`src/rtl/rr_encoder_arbiter.sv`:
```
// ---------------------------------------------------------------------------
// rr_encoder_arbiter
//   Round-robin arbiter sharing one downstream resource between N requesters.
//   A rotating-mask priority encode picks the next owner; the one-hot grant is
//   held until the owner signals done, drops its request, or the hold timeout
//   expires. On release the grant moves straight to the next requester with no
//   idle bubble, excluding the owner that just released.
//
// Ports
//   clk_i        clock, rising edge
//   rst_ni       asynchronous active-low reset
//   req_i[N]     level-sensitive request vector
//   done_i       current owner finished (only looked at while BUSY)
//   grant_o[N]   registered one-hot grant, zero when idle
//   grant_val_o  grant_o is non-zero
//   grant_idx_o  binary index of the granted bit, zero when idle
//   timeout_o    one-cycle pulse after a grant is revoked by the timeout
// ---------------------------------------------------------------------------
module rr_encoder_arbiter #(
    parameter int N        = 8,
    parameter int MAX_HOLD = 16
) (
    input  logic                 clk_i,
    input  logic                 rst_ni,
    input  logic [N-1:0]         req_i,
    input  logic                 done_i,
    output logic [N-1:0]         grant_o,
    output logic                 grant_val_o,
    output logic [$clog2(N)-1:0] grant_idx_o,
    output logic                 timeout_o
);

    localparam int IW = $clog2(N);
    // Counter only ever reaches MAX_HOLD-1, so this width never wraps before
    // the compare. Keep one bit when the timeout is disabled.
    localparam int HW = (MAX_HOLD > 0) ? $clog2(MAX_HOLD + 1) : 1;
    localparam logic [HW-1:0] HOLD_LAST = HW'((MAX_HOLD > 0) ? MAX_HOLD - 1 : 0);
    localparam logic [IW-1:0] LAST_IDX  = IW'(N - 1);

    typedef enum logic {IDLE, BUSY} state_e;

    state_e          state_q, state_d;
    logic [IW-1:0]   ptr_q, ptr_d;
    logic [HW-1:0]   hold_q, hold_d;
    logic [N-1:0]    grant_q, grant_d;
    logic [IW-1:0]   idx_q, idx_d;
    logic            timeout_q, timeout_d;

    logic            own_req;
    logic            hold_hit;
    logic            release_now;
    logic [IW-1:0]   nxt_ptr;
    logic [N-1:0]    cand;
    logic [N-1:0]    pick;

    // First set bit of req at or above ptr; wraps to the lowest set bit when
    // nothing at or above ptr is requesting.
    function automatic logic [N-1:0] sel_rr(input logic [N-1:0] req,
                                            input logic [IW-1:0] ptr);
        logic [N-1:0] masked;
        logic [N-1:0] x;
        masked = req & ~((N'(1) << ptr) - N'(1));
        x      = (masked != '0) ? masked : req;
        return x & (~x + N'(1));
    endfunction

    // Argument is one-hot or zero, so OR-ing indices is an exact encode.
    function automatic logic [IW-1:0] enc(input logic [N-1:0] oh);
        logic [IW-1:0] r;
        r = '0;
        for (int k = 0; k < N; k++) begin
            if (oh[k]) r = r | IW'(k);
        end
        return r;
    endfunction

    always_comb begin
        state_d     = state_q;
        ptr_d       = ptr_q;
        hold_d      = hold_q;
        grant_d     = grant_q;
        timeout_d   = 1'b0;
        own_req     = |(req_i & grant_q);
        hold_hit    = (MAX_HOLD != 0) && (hold_q == HOLD_LAST);
        release_now = 1'b0;
        nxt_ptr     = (idx_q == LAST_IDX) ? '0 : idx_q + IW'(1);
        cand        = '0;
        pick        = '0;

        case (state_q)
            IDLE: begin
                if (req_i != '0) begin
                    grant_d = sel_rr(req_i, ptr_q);
                    hold_d  = '0;
                    state_d = BUSY;
                end
            end
            BUSY: begin
                release_now = done_i | ~own_req | hold_hit;
                if (release_now) begin
                    ptr_d     = nxt_ptr;
                    // The releasing owner sits out this pick.
                    cand      = req_i & ~grant_q;
                    pick      = sel_rr(cand, nxt_ptr);
                    grant_d   = pick;
                    hold_d    = '0;
                    state_d   = (pick != '0) ? BUSY : IDLE;
                    // done wins the reporting when it coincides with timeout.
                    timeout_d = hold_hit & ~done_i;
                end else begin
                    hold_d = hold_q + HW'(1);
                end
            end
            default: begin
                state_d = IDLE;
                grant_d = '0;
            end
        endcase

        idx_d = enc(grant_d);
    end

    always_ff @(posedge clk_i or negedge rst_ni) begin
        if (!rst_ni) begin
            state_q   <= IDLE;
            ptr_q     <= '0;
            hold_q    <= '0;
            grant_q   <= '0;
            idx_q     <= '0;
            timeout_q <= 1'b0;
        end else begin
            state_q   <= state_d;
            ptr_q     <= ptr_d;
            hold_q    <= hold_d;
            grant_q   <= grant_d;
            idx_q     <= idx_d;
            timeout_q <= timeout_d;
        end
    end

    assign grant_o     = grant_q;
    assign grant_val_o = |grant_q;
    assign grant_idx_o = idx_q;
    assign timeout_o   = timeout_q;

endmodule

```
`config.mk`:
```
export PLATFORM = sky130hd
export DESIGN_NAME = rr_encoder_arbiter
export DESIGN_NICKNAME = d
export VERILOG_FILES = /design/src/rtl/rr_encoder_arbiter.sv
export SDC_FILE = /design/constraint.sdc
export NUM_CORES = 1
export LEC_CHECK = 0
export ABC_AREA = 1
export CAP_MARGIN = 0
export CELL_PAD_IN_SITES_DETAIL_PLACEMENT = 1
export CELL_PAD_IN_SITES_GLOBAL_PLACEMENT = 1
export CORE_ASPECT_RATIO = 1.5
export CORE_MARGIN = 1
export CORE_UTILIZATION = 43
export DETAILED_ROUTE_END_ITERATION = 16
export PLACE_DENSITY_LB_ADDON = 0.1
export SKIP_LAST_GASP = 1
export SLEW_MARGIN = 20
export SYNTH_ARGS = -nofsm -noshare
export SYNTH_HDL_FRONTEND = slang
export SYNTH_SLANG_ARGS = --single-unit
export TNS_END_PERCENT = 1
```
`constraint.sdc`:
```
create_clock -name clk_i -period 6.85 [get_ports clk_i]
set_clock_uncertainty 0.05 [all_clocks]
set_input_delay 1.37 -clock clk_i [delete_from_list [all_inputs] [get_ports clk_i]]
set_output_delay 1.37 -clock clk_i [all_outputs]
set_load 0.1 [all_outputs]
```
==> results.ini, run 1 <==
[floorplan]
die_x_um=56.5
io_pins=24
die_y_um=83.8
start_util_pct=45.2
core_area_um2=4250
rows=29
die-area_um2=4730

[detailed_routing]
drcViolationCount=0
viasPerCell=5.50
drt-total-wl_mm=5.89
vias=1964
first_pass_iters=4
ant_nets=0
wire_per_inst_um=16.5
drt_iter0_markers=72

[timing]
slew-limit-headroom_pct=33.9
finalHoldViolations=0
timing.final.crit_period_ns=3.51
fmax_ghz=0.285
slew_violations=0
post-route-period-util_pct=51.3
setup_tns_ns=0
worst_slew_pin_slew_ns=0.988
rsz0062_at_grt=no
setup_viol=0

[placed_design]
hpwl_mm=4.91
gp_congestion=0.855
port_buffers=23
dp_cells=353

[setup_path]
arrival_ns=2.09
max_stage_delay_ns=1.13
crit_type=reg -> out
cp_max_fo=6
critPathLaunchType=flop
reg2reg_slack_ns=3.73
crit_chain=nor3_1, nand3_1, clkdlybuf4s50_1
critPathRequiredTime_ns=5.43
slowest_stage=clkdlybuf4s50_1
endpoint_kind=output port

[yosys]
syn-mean-instance-area_um2=6.75
ys_ff_latch=21
syn_nets=304
yosys_warnings=0
ys_seq_area_share_pct=27.4
syn_inst=284
synth_cell_types=35
synth_area_um2=1920

[cts]
cts_resized=0
path_clk_slew_ns=0.08
htreeDepth=1
cts_buffer_depth=2
cts_tree=done
cts_hold_buf=0
clockRootBuffer=clkbuf_8
post_cts_buffers=0
cts_sinks=21
clkLatencyLatePin_ns=0.27
cts_buffers=3

[global_route]
antenna_found_initial=0
grt_util_all_layers_pct=27.2
overflow=0
grt_max_degree=22
grt_pass1_wl_mm=9.89
grt_pass1_vias=2061

[final_layout]
stdcell_count=357
post-route-util_pct=52.9
areaGrowthSynthToFinish_pct=17.1
drive_gt1_share_pct=14.1
layout.nets=332
diodes=0

[power]
vdd_drop_max_v=0.000481
p_leak_nw=1.14
powerDensity_nw_per_um2=553

[flow_run]
cap_violations=0

[run_status]
status=completed

[worst_hold_path]
worstHoldPathType=reg -> reg

==> per-layer routing <==
metal  track usage, %  up-vias  part of all wire (%)
met5                0        -                     0
met4             9.98        0                   2.6
met3             2.02       12                   2.6
met2             48.7       33                    52
met1             33.2      949                    43
li1                 -      970                     -
==> cells in the final DEF, fill, tap and decap left out, types with 5 or more instances in the layout <==
master,synthesis,layout
nor2_1,34,34
nand4_1,7,7
inv_1,45,45
nand2_1,64,64
clkdlybuf4s50_1,0,22
nand2_2,9,9
dfrtp_1,21,21
o22ai_1,5,5
nand3_1,30,30
a21oi_1,10,10
ha_1,9,9
o21ai_0,5,5
nand3_2,6,6
nor2_2,6,6
==> registers in the layout, summed over array words and instances, names as in the netlist <==
register,cells
grant_o,8
grant_idx_o,3
state_q,1
hold_q,5
ptr_q,3
timeout_o,1
==> through the flow <==
stage / instance area (um^2) / power (mW) / hold WS (ns) / worst slack, ns
2_1_floorplan: 1920 / 0.931 / 0.440 / 3.50
3_3_place_gp: 2200 / 1.14 / 0.471 / 3.24
3_5_place_dp: 2200 / 1.16 / 0.482 / 3.22
4_1_cts: 2250 / 1.25 / 0.497 / 3.32
5_1_grt: 2240 / 1.34 / 0.515 / 3.22
6_report: 2240 / 1.24 / 0.499 / 3.34
==> report_power, final <==
part / leakage [nW] / internal (mW) / switching, mW
Sequential: 0.275 / 0.164 / 0.0478
Combinational: 0.845 / 0.268 / 0.680
Clock: 0.0228 / 0.0416 / 0.0411
==> worst paths after layout <==
check                               start              to  cells after the start
max                            grant_o[2]     grant_val_o                      3
max in group asynchronous          rst_ni      grant_o[2]                      1
min in group asynchronous          rst_ni        ptr_q[2]                      1
min reg2reg                     hold_q[1]       hold_q[1]                      1
min                             hold_q[1]       hold_q[1]                      1
max reg2reg                grant_idx_o[0]  grant_idx_o[2]                     17
==> synth_stat cells (all sizes together) <==
| cell | count | share of area [%] |
|---|---|---|
| nor2 | 44 | 11 |
| ha | 9 | 5.9 |
| a21oi | 11 | 3.1 |
| nand4 | 8 | 2.9 |
| o21bai | 2 | 0.98 |
| inv | 48 | 9.7 |
| or2 | 1 | 0.33 |
| xor2 | 1 | 0.46 |
| a22o | 1 | 0.46 |
| a32o | 1 | 0.52 |
| nand3 | 37 | 12 |
| o221ai | 1 | 0.46 |
| o22ai | 5 | 1.6 |
| nand3b | 1 | 0.39 |
| dfrtp | 21 | 27 |
| nor4 | 1 | 0.33 |
| nand2 | 77 | 18 |
| nor3 | 5 | 1.6 |
| o21ai | 8 | 2.5 |
| a21boi | 1 | 0.39 |
| o31ai | 1 | 0.39 |
==> final cells by class <==
class                           count  area, um^2
Tap cell                           46        57.6
Inverter                           48         185
Fill cell                         565        2000
Sequential cell                    21         526
Multi-Input combinational cell    215        1210
Timing Repair Buffer               23         225
Clock buffer                        4        45.0
==> logic make-up (layout without fill, tap and decap cells) <==
kind of cell / Yosys count / in the layout / share of synthesized area (%)
XOR/XNOR: 1 / 1 / 0.457
AO/OA/AOI/OAI: 31 / 31 / 10.4
adder cells (fa/ha/maj): 9 / 9 / 5.87
AND/OR/NAND/NOR: 174 / 174 / 46.2
flip-flops: 21 / 21 / 27.4
buffers and inverters: 48 / 75 / 9.66
==> critical path, delay by kind of cell, from the launching register on <==
| family | cells | cell delay [ns] |
|---|---|---|
| buffers and inverters | 1 | 1.13 |
| and+or+nand+nor | 2 | 0.17 |
| DFF | 1 | 0.52 |
No activity file was read; power rests on OpenSTA's default activity.
==> inputs of run 2 (changes only) <==
Settings changed: CORE_UTILIZATION 43 to 40.
Clock period 6.85 ns to 3.56 ns, I/O delays scaled along.
==> results.ini, run 2 (synthesized netlist as in run 1, its figures left out) <==
[setup_path]
crit_type=reg -> reg
critPathRequiredTime_ns=3.67  ; -1.76 ns
endpoint_kind=flop
cp_max_fo=8  ; +2
arrival_ns=3.25  ; +1.16 ns
critPathLaunchType=flop

[power]
p_switching_mw=1.48  ; +93%
power_mw=2.39  ; +93%
p_leak_nw=1.16  ; +1.1%
p_clk_share_pct=6.8  ; about the same
cell_internal_pwr_uw=911  ; +92%
comb_power_share_pct=76.5  ; +0.2 points
vdd_drop_max_v=0.000520  ; +8.2%
sw_frac_of_total_pct=62.0  ; +0.086 points
powerDensity_nw_per_um2=1060  ; +92%
pwr-share-seq_pct=16.7  ; -0.3 points

[detailed_routing]
ant_nets=0  ; unchanged
first_pass_iters=4  ; unchanged
wire_per_inst_um=15.6  ; -5.2%
viasPerCell=5.20  ; -5.4%
vias=1957  ; -0.36%
drt_iter0_markers=52  ; -28%
drcViolationCount=0  ; unchanged
drt-total-wl_mm=5.88  ; -0.15%

[timing]
finalHoldViolations=0  ; unchanged
slew_violations=0  ; unchanged
rsz0062_at_grt=no
setup_ws_ns=0.414  ; -2.93 ns
setup_viol=0  ; unchanged
slew-limit-headroom_pct=34.5  ; +0.54 points
fmax_ghz=0.318
timing.final.crit_period_ns=3.15
setup_tns_ns=0  ; unchanged
worst_slew_pin_slew_ns=0.980  ; -0.00807 ns
post-route-period-util_pct=88.4
hold_ws_ns=0.352  ; -0.148 ns

[final_layout]
mostFrequentLayoutCell=nand2_1
fillerInstances=637  ; +13%
mostFrequentLayoutCells=nand2_1 (64), inv_1 (45), nor2_1 (34), nand3_1 (30), dfrtp_1 (21)
areaGrowthSynthToFinish_pct=17.9
diodes=0  ; unchanged
layout.nets=333  ; +0.30%
post-route-util_pct=49.3  ; -3.5 points
drive_gt1_share_pct=16.3  ; +2.2 points
largest_reg_flops=8  ; unchanged

[global_route]
overflow=0  ; unchanged
antenna_found_initial=0  ; unchanged
grt_max_degree=22  ; unchanged
grt_util_all_layers_pct=25.9  ; -1.3 points
grt_pass1_wl_mm=9.78  ; -1.0%
grt_pass1_vias=2077  ; +0.78%

[cts]
cts_buffers=3  ; unchanged
post_cts_buffers=0  ; unchanged
cts_hold_buf=0  ; unchanged
htreeDepth=1  ; unchanged
cts_buffer_depth=2  ; unchanged
path_clk_slew_ns=0.08  ; about the same
cts_tree=done
cts_sinks=21  ; unchanged
cts_resized=0  ; unchanged
clockRootBuffer=clkbuf_8
clkLatencyLatePin_ns=0.27  ; about the same

[floorplan]
core_area_um2=4580  ; +7.9%
io_pins=24  ; unchanged
die_x_um=58.5  ; +3.5%
die_y_um=86.8  ; +3.6%
die-area_um2=5080  ; +7.3%
start_util_pct=41.9  ; -3.3 points
rows=30  ; +3.4%

[run_status]
status=completed

[placed_design]
gp_congestion=0.874  ; +2.2%
hpwl_mm=5.00  ; +1.9%
place_ws_ns=0.408  ; -2.81 ns
port_buffers=23  ; unchanged

[flow_run]
cap_violations=0  ; unchanged

[worst_hold_path]
worstHoldPathType=in -> async

## run 2: cell types whose count changed in the layout (fill, tap and decap cells not counted)
cell / delta
buf_4: +7
clkdlybuf4s50_1: -6
## run 2: path summary, 6_finish.rpt
kind / startpoint / end / slack, ns / cells after the start
hold reg to reg: hold_q[0] / hold_q[0] / 0.49 / 1
setup reg to reg: grant_idx_o[0] / grant_idx_o[1] / 0.41 / 17
hold / removal: rst_ni / grant_o[6] / 0.35 / 1
max in group asynchronous: rst_ni / grant_o[0] / 2.77 / 1
setup / recovery: grant_idx_o[0] / grant_idx_o[1] / 0.41 / 17
min in group clk_i: hold_q[0] / hold_q[0] / 0.49 / 1
## run 2: layout make-up
| cell class | instances | area, um^2 | area share, % |
|---|---|---|---|
| inverter | 48 | 185 | 8.19 |
| sequential | 21 | 526 | 23.3 |
| tap | 64 | 80.1 | 3.54 |
| timing repair buffer | 24 | 218 | 9.63 |
| clock buffer | 4 | 45.0 | 1.99 |
| multi-input combinational | 215 | 1210 | 53.4 |
## run 2: power by group through the flow
stage	sequential, mW	combinational (mW)	clock, mW
global placement	0.407	1.80	0
finish	0.401	1.83	0.163
global route	0.414	1.99	0.174
CTS	0.402	1.84	0.166
detailed placement	0.407	1.83	0
floorplan	0.659	1.13	0
## run 2: critical path: stages, from the launching register on
cell,delay [ns]
dfrtp_1,0.46
ha_1,0.23
ha_1,0.38
inv_4,0.17
nand2_1,0.07
ha_1,0.31
nand3_1,0.09
nand2_1,0.08
nor2_4,0.11
nand3_2,0.09
nor2_4,0.19
nand2_4,0.09
o21ai_2,0.22
nor2_1,0.10
nand4_1,0.12
nand2_2,0.09
nor2_2,0.12
nand2_1,0.06
## run 2: stage by stage
| stage | instances | cell area, um^2 |
|---|---|---|
| floorplan | 284 | 1920 |
| global placement | 372 | 2220 |
| detailed placement | 372 | 2220 |
| CTS | 376 | 2260 |
| global route | 376 | 2260 |
| finish | 376 | 2260 |
## run 2: layer usage
metal | vias up | share of wire (%) | GRT usage [%]
met1 | 936 | 41 | 29.7
li1 | 976 | - | -
met3 | 17 | 2.0 | 2.54
met2 | 28 | 53 | 46.7
met4 | 0 | 4.0 | 13.0
met5 | - | 0 | 0
==> inputs of run 3 (changes only) <==
Settings changed: ABC_CLOCK_PERIOD_IN_PS from default to 3560.
==> results of run 3 <==
The final DEF is identical to that of run 2; final timing and power are the same.
